## config.mk

```make
export PLATFORM = sky130hd
export DESIGN_NAME = pc_fetch_unit_flat
export DESIGN_NICKNAME = d
export VERILOG_FILES = /design/src/rtl/pc_fetch_unit_pkg.sv /design/src/rtl/pc_fetch_unit_if.sv /design/src/rtl/pc_fetch_unit_npc_calc.sv /design/src/rtl/pc_fetch_unit.sv /design/src/flat_wrapper.sv
export SDC_FILE = /design/constraint.sdc
export NUM_CORES = 1
export LEC_CHECK = 0
export CAP_MARGIN = 30
export CORE_MARGIN = 1.5
export CORE_UTILIZATION = 45
export CTS_CLUSTER_DIAMETER = 80
export CTS_CLUSTER_SIZE = 14
export DETAILED_ROUTE_END_ITERATION = 10
export PLACE_DENSITY = 0.82
export SYNTH_ARGS = -nofsm -noshare
export SYNTH_HDL_FRONTEND = slang
export SYNTH_SLANG_ARGS = --single-unit
```

## constraint.sdc

```tcl
create_clock -name clk -period 5.15 [get_ports clk]
set_input_delay 1.03 -clock clk [delete_from_list [all_inputs] [get_ports clk]]
set_output_delay 1.03 -clock clk [all_outputs]
set_load 0.005 [all_outputs]
```

## src/rtl/pc_fetch_unit_pkg.sv

```systemverilog
// Shared definitions for the PC/fetch slice: next-PC opcodes, FSM states, reset PC.
package pc_fetch_unit_pkg;

  localparam logic [31:0] DEFAULT_RESET_PC = 32'h0000_3000;

  typedef enum logic [1:0] {
    NPC_SEQ = 2'b00,
    NPC_BR  = 2'b01,
    NPC_J   = 2'b10,
    NPC_JR  = 2'b11
  } npc_op_e;

  typedef enum logic [1:0] {
    S_FETCH = 2'b00,
    S_HOLD  = 2'b01,
    S_FAULT = 2'b10
  } fetch_state_e;

endpackage

```

## src/rtl/pc_fetch_unit_if.sv

```systemverilog
// Instruction-memory request/ready bus between the fetch unit and imem.
interface pc_fetch_unit_if;
  logic        imem_req;
  logic [31:0] imem_addr;
  logic        imem_ready;
  logic [31:0] imem_rdata;

  modport master (output imem_req, output imem_addr, input imem_ready, input imem_rdata);
  modport slave  (input imem_req, input imem_addr, output imem_ready, output imem_rdata);
endinterface

```

## src/rtl/pc_fetch_unit_npc_calc.sv

```systemverilog
// Pure combinational next-PC selection plus word-alignment check of the result.
module pc_fetch_unit_npc_calc
  import pc_fetch_unit_pkg::*;
(
  input  logic [31:0] pc,
  input  logic [25:0] instr_idx,
  input  logic [1:0]  NPCOp,
  input  logic        Zero,
  input  logic [31:0] Imm32,
  input  logic [31:0] JrAddr,
  output logic [31:0] npc,
  output logic        misalign
);

  logic [31:0] seq_pc;

  assign seq_pc = pc + 32'd4;

  // Select the successor PC; branch offsets are word offsets, jumps keep the pc+4 region.
  always_comb begin
    npc = seq_pc;
    case (npc_op_e'(NPCOp))
      NPC_SEQ: npc = seq_pc;
      NPC_BR:  npc = Zero ? (seq_pc + (Imm32 << 2)) : seq_pc;
      NPC_J:   npc = {seq_pc[31:28], instr_idx, 2'b00};
      NPC_JR:  npc = JrAddr;
      default: npc = seq_pc;
    endcase
  end

  assign misalign = |npc[1:0];

endmodule

```

## src/rtl/pc_fetch_unit.sv

```systemverilog
// PC holder and one-instruction-at-a-time fetcher with timeout and misalignment fault.
module pc_fetch_unit
  import pc_fetch_unit_pkg::*;
#(
  parameter logic [31:0] RESET_PC = DEFAULT_RESET_PC,
  parameter int          MAX_WAIT = 16,
  parameter int          CNT_W    = 5
) (
  input  logic               clk,
  input  logic               rst,
  input  logic [1:0]         NPCOp,
  input  logic               Zero,
  input  logic [31:0]        Imm32,
  input  logic [31:0]        JrAddr,
  input  logic               retire,
  pc_fetch_unit_if.master    imem,
  output logic [31:0]        pc,
  output logic [31:0]        pc_plus4,
  output logic [31:0]        instr,
  output logic               instr_valid,
  output logic               fault
);

  fetch_state_e     state, next_state;
  logic [CNT_W-1:0] wait_cnt;
  logic [31:0]      npc;
  logic             misalign;
  logic             wait_done;
  logic             take_instr;
  logic             take_pc;

  pc_fetch_unit_npc_calc u_npc_calc (
    .pc        (pc),
    .instr_idx (instr[25:0]),
    .NPCOp     (NPCOp),
    .Zero      (Zero),
    .Imm32     (Imm32),
    .JrAddr    (JrAddr),
    .npc       (npc),
    .misalign  (misalign)
  );

  assign wait_done  = (wait_cnt == CNT_W'(MAX_WAIT - 1));
  assign take_instr = (state == S_FETCH) && imem.imem_ready;
  assign take_pc    = (state == S_HOLD) && retire && !misalign;
  assign pc_plus4   = pc + 32'd4;
  assign imem.imem_addr = pc;

  // State register; reset always restarts fetching from the reset PC.
  always_ff @(posedge clk or posedge rst) begin
    if (rst) state <= S_FETCH;
    else     state <= next_state;
  end

  // Next-state: fetch until data or timeout, hold until retire, fault is terminal.
  always_comb begin
    next_state = state;
    case (state)
      S_FETCH: begin
        if (imem.imem_ready)  next_state = S_HOLD;
        else if (wait_done)   next_state = S_FAULT;
      end
      S_HOLD: begin
        if (retire) next_state = misalign ? S_FAULT : S_FETCH;
      end
      S_FAULT: next_state = S_FAULT;
      default: next_state = S_FAULT;
    endcase
  end

  // Outputs decoded from state; request is suppressed while reset is asserted.
  always_comb begin
    imem.imem_req = (state == S_FETCH) && !rst;
    instr_valid   = (state == S_HOLD);
    fault         = (state == S_FAULT);
  end

  // PC advances only on an aligned retire; instruction latches only when fetched.
  always_ff @(posedge clk or posedge rst) begin
    if (rst) begin
      pc    <= RESET_PC;
      instr <= 32'd0;
    end else begin
      if (take_pc)    pc    <= npc;
      if (take_instr) instr <= imem.imem_rdata;
    end
  end

  // Counts unanswered request cycles; cleared whenever an instruction arrives.
  always_ff @(posedge clk or posedge rst) begin
    if (rst) begin
      wait_cnt <= '0;
    end else if (state == S_FETCH) begin
      if (imem.imem_ready)  wait_cnt <= '0;
      else if (!wait_done)  wait_cnt <= wait_cnt + CNT_W'(1);
    end
  end

endmodule
```

## src/flat_wrapper.sv

```systemverilog
// flat-port wrapper written by rule: the top's interface ports become plain ports
module pc_fetch_unit_flat import pc_fetch_unit_pkg::*;
#(
  parameter logic [31:0] RESET_PC = DEFAULT_RESET_PC,
  parameter int          MAX_WAIT = 16,
  parameter int          CNT_W    = 5
)
  (clk, rst, NPCOp, Zero, Imm32, JrAddr, retire, pc, pc_plus4, instr, instr_valid, fault, imem_imem_req, imem_imem_addr, imem_imem_ready, imem_imem_rdata);
  pc_fetch_unit_if imem_i ();
  input  logic clk;
  input  logic rst;
  input  logic [1:0] NPCOp;
  input  logic Zero;
  input  logic [31:0] Imm32;
  input  logic [31:0] JrAddr;
  input  logic retire;
  output logic [31:0] pc;
  output logic [31:0] pc_plus4;
  output logic [31:0] instr;
  output logic instr_valid;
  output logic fault;
  output wire logic [$bits(imem_i.imem_req)-1:0] imem_imem_req;
  output wire logic [$bits(imem_i.imem_addr)-1:0] imem_imem_addr;
  input wire logic [$bits(imem_i.imem_ready)-1:0] imem_imem_ready;
  input wire logic [$bits(imem_i.imem_rdata)-1:0] imem_imem_rdata;
  assign imem_imem_req = imem_i.imem_req;
  assign imem_imem_addr = imem_i.imem_addr;
  assign imem_i.imem_ready = imem_imem_ready;
  assign imem_i.imem_rdata = imem_imem_rdata;
  pc_fetch_unit #(.RESET_PC(RESET_PC), .MAX_WAIT(MAX_WAIT), .CNT_W(CNT_W)) u_core (.clk(clk), .rst(rst), .NPCOp(NPCOp), .Zero(Zero), .Imm32(Imm32), .JrAddr(JrAddr), .retire(retire), .imem(imem_i), .pc(pc), .pc_plus4(pc_plus4), .instr(instr), .instr_valid(instr_valid), .fault(fault));
endmodule
```

Word-level counts from Yosys, hierarchy flattened:

Cells that the tools add are included.

* add/sub/neg operators: 3
* equal/unequal tests: 9
* reduce and logical (&&, ||, !) cells: 11
* muxes and demuxes: 9
* shift operators: 0
* div/mod/pow operators: 0
* $mul: 0
* $lt $le $gt $ge: 0
* bitwise gates (word level): 0

Operators with widths (count)
* $pmux 32 s4: 1
* $add 32x3->32 const B: 1
* $add 32x32->32: 1
* $mux 32: 1
* $mux 5: 2
* $mux 2: 4
* $eq 2x2->1 const B: 3
* $add 5x1->5 const B: 1
* $eq 5x4->1 const B: 1
* $eq 2x1->1 const B: 2
* $logic_and 1x1->1: 4
* $logic_not 2->1: 2
* $ne 2x2->1 const B: 2
* $pmux 2 s2: 1
* $reduce_and 2->1: 2
* $ne 3x2->1 const B: 1
* $logic_not 1->1: 2
* $reduce_or 2->1: 1

* ROM bits: 0
* output and inout bits: 131
* latch bits: 0
* memory bits (writable): 0
* memories: 0
* register bits after elaboration: 71

Depth between registers and ports, before layout:

* depth in word-level cells: 8
* gate-level depth with buffers: 17
* gate-level depth less buffers: 16

Hierarchy:

From an unflattened synthesis, not the netlist that was laid out.

* cell total of the unflattened synthesis: 737
* area total of the unflattened synthesis: 6702.7 um^2

Modules (own cells, without submodules)
* pc_fetch_unit: cells an instance 295, sequential area each 1779.2 um^2, area each 3569.7 um^2, instances 1
* pc_fetch_unit_npc_calc: cells an instance 442, sequential area each 0.0 um^2, area each 3133.0 um^2, instances 1

Least setup slack after synthesis:

No wires, ideal clock.

* path type: reg2reg
* from: reg u_core.pc[2], in the netlist u_core.imem.imem_addr[2]
* to: reg u_core.pc[31], in the netlist u_core.imem.imem_addr[31]
* buffers on the path: 0
* cell stages (with the launch flop): 17
* arrival: 3698 ps
* clock period less this slack: 3818 ps
* path slack: 1332 ps
* path through: dfrtp_1 > ha_1 > nand3_2 > nor4_4 > and3_2 > nand2_1 > xnor2_1 > ha_1 > a21o_1 > a211o_1 > a31oi_1 > nor2_1 > a31oi_1 > mux2i_1 > a21oi_1 > xnor2_1 > a31o_2

* cells in the longest elaborated chain, start to end: 4

RTL lines
* from (decl): RTL line pc_fetch_unit.sv:17 `output logic [31:0] pc,`
* from (signal assigned): RTL line pc_fetch_unit.sv:84 `if (take_pc) pc <= npc;`
* $add 32x3->32
* via pc_plus4[20]: RTL line flat_wrapper.sv:18 `output logic [31:0] pc_plus4;`
* $add 32x32->32: RTL line pc_fetch_unit_npc_calc.sv:24 `NPC_BR: npc = Zero ? (seq_pc + (Imm32 << 2)) : seq_pc;`
* $mux 32: RTL line pc_fetch_unit_npc_calc.sv:24
* $pmux 32 s4: RTL line pc_fetch_unit_npc_calc.sv:22 `case (npc_op_e'(NPCOp))`

The timed path passes the listed nets, and every way through them passes these cells.
A chain may end at the register's enable or synchronous reset.

Worst setup path after layout:

* from: reg u_core.pc[2], in the netlist u_core.imem.imem_addr[2]
* to: reg u_core.pc[31], in the netlist u_core.imem.imem_addr[31]

* cells in the longest elaborated chain, start to end: 4

RTL lines
* $add 32x3->32 *: RTL line pc_fetch_unit_npc_calc.sv:17 `assign seq_pc = pc + 32'd4;`
* $add 32x32->32: RTL line pc_fetch_unit_npc_calc.sv:24
* $mux 32: RTL line pc_fetch_unit_npc_calc.sv:24
* $pmux 32 s4 *: RTL line pc_fetch_unit_npc_calc.sv:22

Mark *: on every way between the ends. The rest lies on a longest branch, timed or not.

==> flow_summary.json <==
{
  "status": "finished clean",
  "clk_pin_slew_ps": 60,
  "boundaryPins": 234,
  "hpwl_um": 15200,
  "grt_pass1_wl_um": 32500,
  "async_reset_ff_frac": 1.00,
  "finClkSkew_ps": 7.36,
  "r2r-end": "u_core.imem.imem_addr[31]",
  "hold_viol_final": 0,
  "r2r_setup_slack_ps": 630,
  "r2r_start": "u_core.imem.imem_addr[2]",
  "netlist_instances": 704,
  "wl_per_cell_um": 18.9,
  "dp_cells": 1055,
  "cts_buffers": 9,
  "drt_iter0_markers": 504,
  "gp_congestion": 0.902,
  "grt_usage": 0.287,
  "slew_headroom": 0.268,
  "grt_pass1_vias": 6119,
  "whs_ps": 511,
  "final-seq-area_um2": 1780,
  "syn2layout_area_growth_pct": 40.5,
  "grt_max_degree": 38,
  "clockRootBuffer": "clkbuf_16",
  "whs_endpoint": "u_core.wait_cnt[4]",
  "ys_seq_area_frac": 0.291,
  "fillCellCount": 1131,
  "finalSetupTns_ps": 0,
  "max_freq_mhz": 221,
  "tightest_slew_ps": 1090,
  "drtAntennaViolNets": 0,
  "clkSinkCount": 71,
  "ys.flop_type": "dfrtp_1",
  "drc": 0,
  "synth_seq_cells": 71,
  "dieWidth_um": 119,
  "drive_above_1_share": 0.0906,
  "fin_ws_ps": 627,
  "postSynthAreaPerCell_um2": 8.67,
  "cp-start-kind": "flop",
  "route.met2.wl_um": 9450,
  "required_ps": 5380,
  "stdcell_count": 1070,
  "post-route-period-util": 0.878,
  "cts_setup_buffers": 0,
  "nets": 1030,
  "dp_slack_ps": 710,
  "clockBufferDepth": 2,
  "setup-violations-final": 0,
  "vias": 6211,
  "start_util": 0.461,
  "dr_wl_met3_um": 1640,
  "crit_fanout": 8,
  "dieArea_um2": 14300,
  "synth_edf_count": 0,
  "htreeDepth": 3,
  "io_buffers": 231,
  "core_um2": 13200,
  "rows": 42,
  "cts_hold_buf": 0,
  "diodes": 0,
  "multi_input_area_um2": 3790,
  "min_from": "u_core.wait_cnt[4]",
  "totalWireLength_um": 20200,
  "drv_cap": 0,
  "p_leak_nw": 3.49,
  "mostFrequentLayoutCell": "clkdlybuf4s50_1",
  "drtPass1Iterations": 5,
  "reg2regPathDepth": 16,
  "power.density_nw_per_um2": 555,
  "slew_violations": 0,
  "hold_class": "flop to flop",
  "rsz0062_at_grt": "no",
  "vias_per_cell": 5.80,
  "netlist_area_um2": 6110,
  "antenna_found_initial": 0,
  "clk_latency_ps": 340,
  "die_height_um": 119,
  "period_needed_ps": 4520,
  "met1_length_um": 8600,
  "p_total_mw": 4.76,
  "ys_warn_count": 0,
  "critPathKind": "flop to flop",
  "ctsResizeCount": 0,
  "grt-ovfl-total": 0,
  "critPathCaptureType": "flop",
  "holdPathStages": 2,
  "synth_cell_types": 71,
  "cts_tree": "yes",
  "highest_layer": "met4",
  "ir_drop_v": 0.000319,
  "final_cell_mix": "clkdlybuf4s50_1 (230), dfrtp_1 (69), nand2_1 (65), o21ai_0 (59), nor2_1 (55)",
  "cp.arrival_ps": 4750,
  "synthesis.nets": 844
}
==> worst max-delay path, stage by stage, from the launching register on <==
cell	delay, ps
dfrtp_1	500
ha_1	290
nand3_2	170
nor4_4	580
and3_2	340
nand2_1	70
xnor2_1	310
ha_1	380
a21o_1	200
a211o_1	330
a31oi_1	160
nor2_1	80
a31oi_1	260
mux2i_1	250
a21oi_1	80
xnor2_1	150
a31o_2	250
==> final cells by class <==
| type | instances | share of cell area |
|---|---|---|
| flip-flops and latches | 71 | 0.207 |
| repair buffers | 239 | 0.276 |
| well taps | 176 | 0.0257 |
| clock inverters | 4 | 0.00817 |
| multi-input cells | 541 | 0.442 |
| clock buffers | 11 | 0.0283 |
| inverters | 28 | 0.0124 |
==> registers in the layout, summed over array words and instances (netlist names) <==
name / count
u_core.imem.imem_addr: 32
u_core.state: 2
u_core.instr: 32
u_core.wait_cnt: 5
==> synth_stat cells (5+ instances only) <==
library cell	instances	area [µm²]
ha_1	36	450
inv_1	28	105
nand3_1	15	75.1
dfrtp_1	69	1730
mux2_2	36	405
nand2_1	65	244
nor2_1	56	210
a31oi_1	9	56.3
a21o_1	8	60.1
buf_4	35	263
and3_1	6	37.5
nand2b_1	10	62.6
clkbuf_1	19	71.3
a221oi_1	9	78.8
and2_1	5	31.3
a21oi_1	48	240
xnor2_1	32	280
nor3_1	8	40.0
a211oi_1	10	75.1
mux2i_1	5	50.1
a22oi_1	7	52.6
xor2_1	12	105
nand4_1	9	56.3
nor2b_1	12	75.1
o22ai_1	6	37.5
o21ai_0	59	295
o221ai_1	6	52.6
==> through the flow <==
step / instance area [µm²] / util
after floorplan: 6110 / -
after CTS: 8580 / 0.648
after global placement: 8270 / 0.624
after global routing: 8580 / 0.648
final: 8580 / 0.648
after detailed placement: 8270 / 0.624
==> kinds of logic after synthesis <==
| family | share of synthesized area |
|---|---|
| AOI/OAI and AO/OA | 0.214 |
| xor gates and xnor gates | 0.0738 |
| adders and majority gates | 0.0770 |
| buffers and inverters | 0.0879 |
| DFF | 0.291 |
| muxes | 0.0857 |
| and+or+nand+nor | 0.170 |
==> worst max-delay path by stage <==
stage / start / end / slack, ps
final: u_core.imem.imem_addr[2] / u_core.imem.imem_addr[31] / 630
after detailed placement: u_core.imem.imem_addr[2] / u_core.imem.imem_addr[31] / 710
after CTS: u_core.imem.imem_addr[2] / u_core.imem.imem_addr[31] / 650
after global placement: u_core.imem.imem_addr[2] / u_core.imem.imem_addr[31] / 760
after floorplan: u_core.imem.imem_addr[2] / u_core.imem.imem_addr[31] / 1330
after global routing: u_core.imem.imem_addr[2] / u_core.imem.imem_addr[31] / 300
==> report_power, final <==
group | switching, mW | internal (mW)
sequential | 0.355 | 0.817
combinational | 1.29 | 1.62
clock | 0.245 | 0.433
total | 1.89 | 2.87
==> per-layer routing <==
layer | GRT usage | vias up
met4 | 0.100 | 0
met2 | 0.466 | 299
met1 | 0.384 | 2949
met5 | 0 | -
met3 | 0.0532 | 36
li1 | - | 2927
Power figures use the tool's default switching activity.
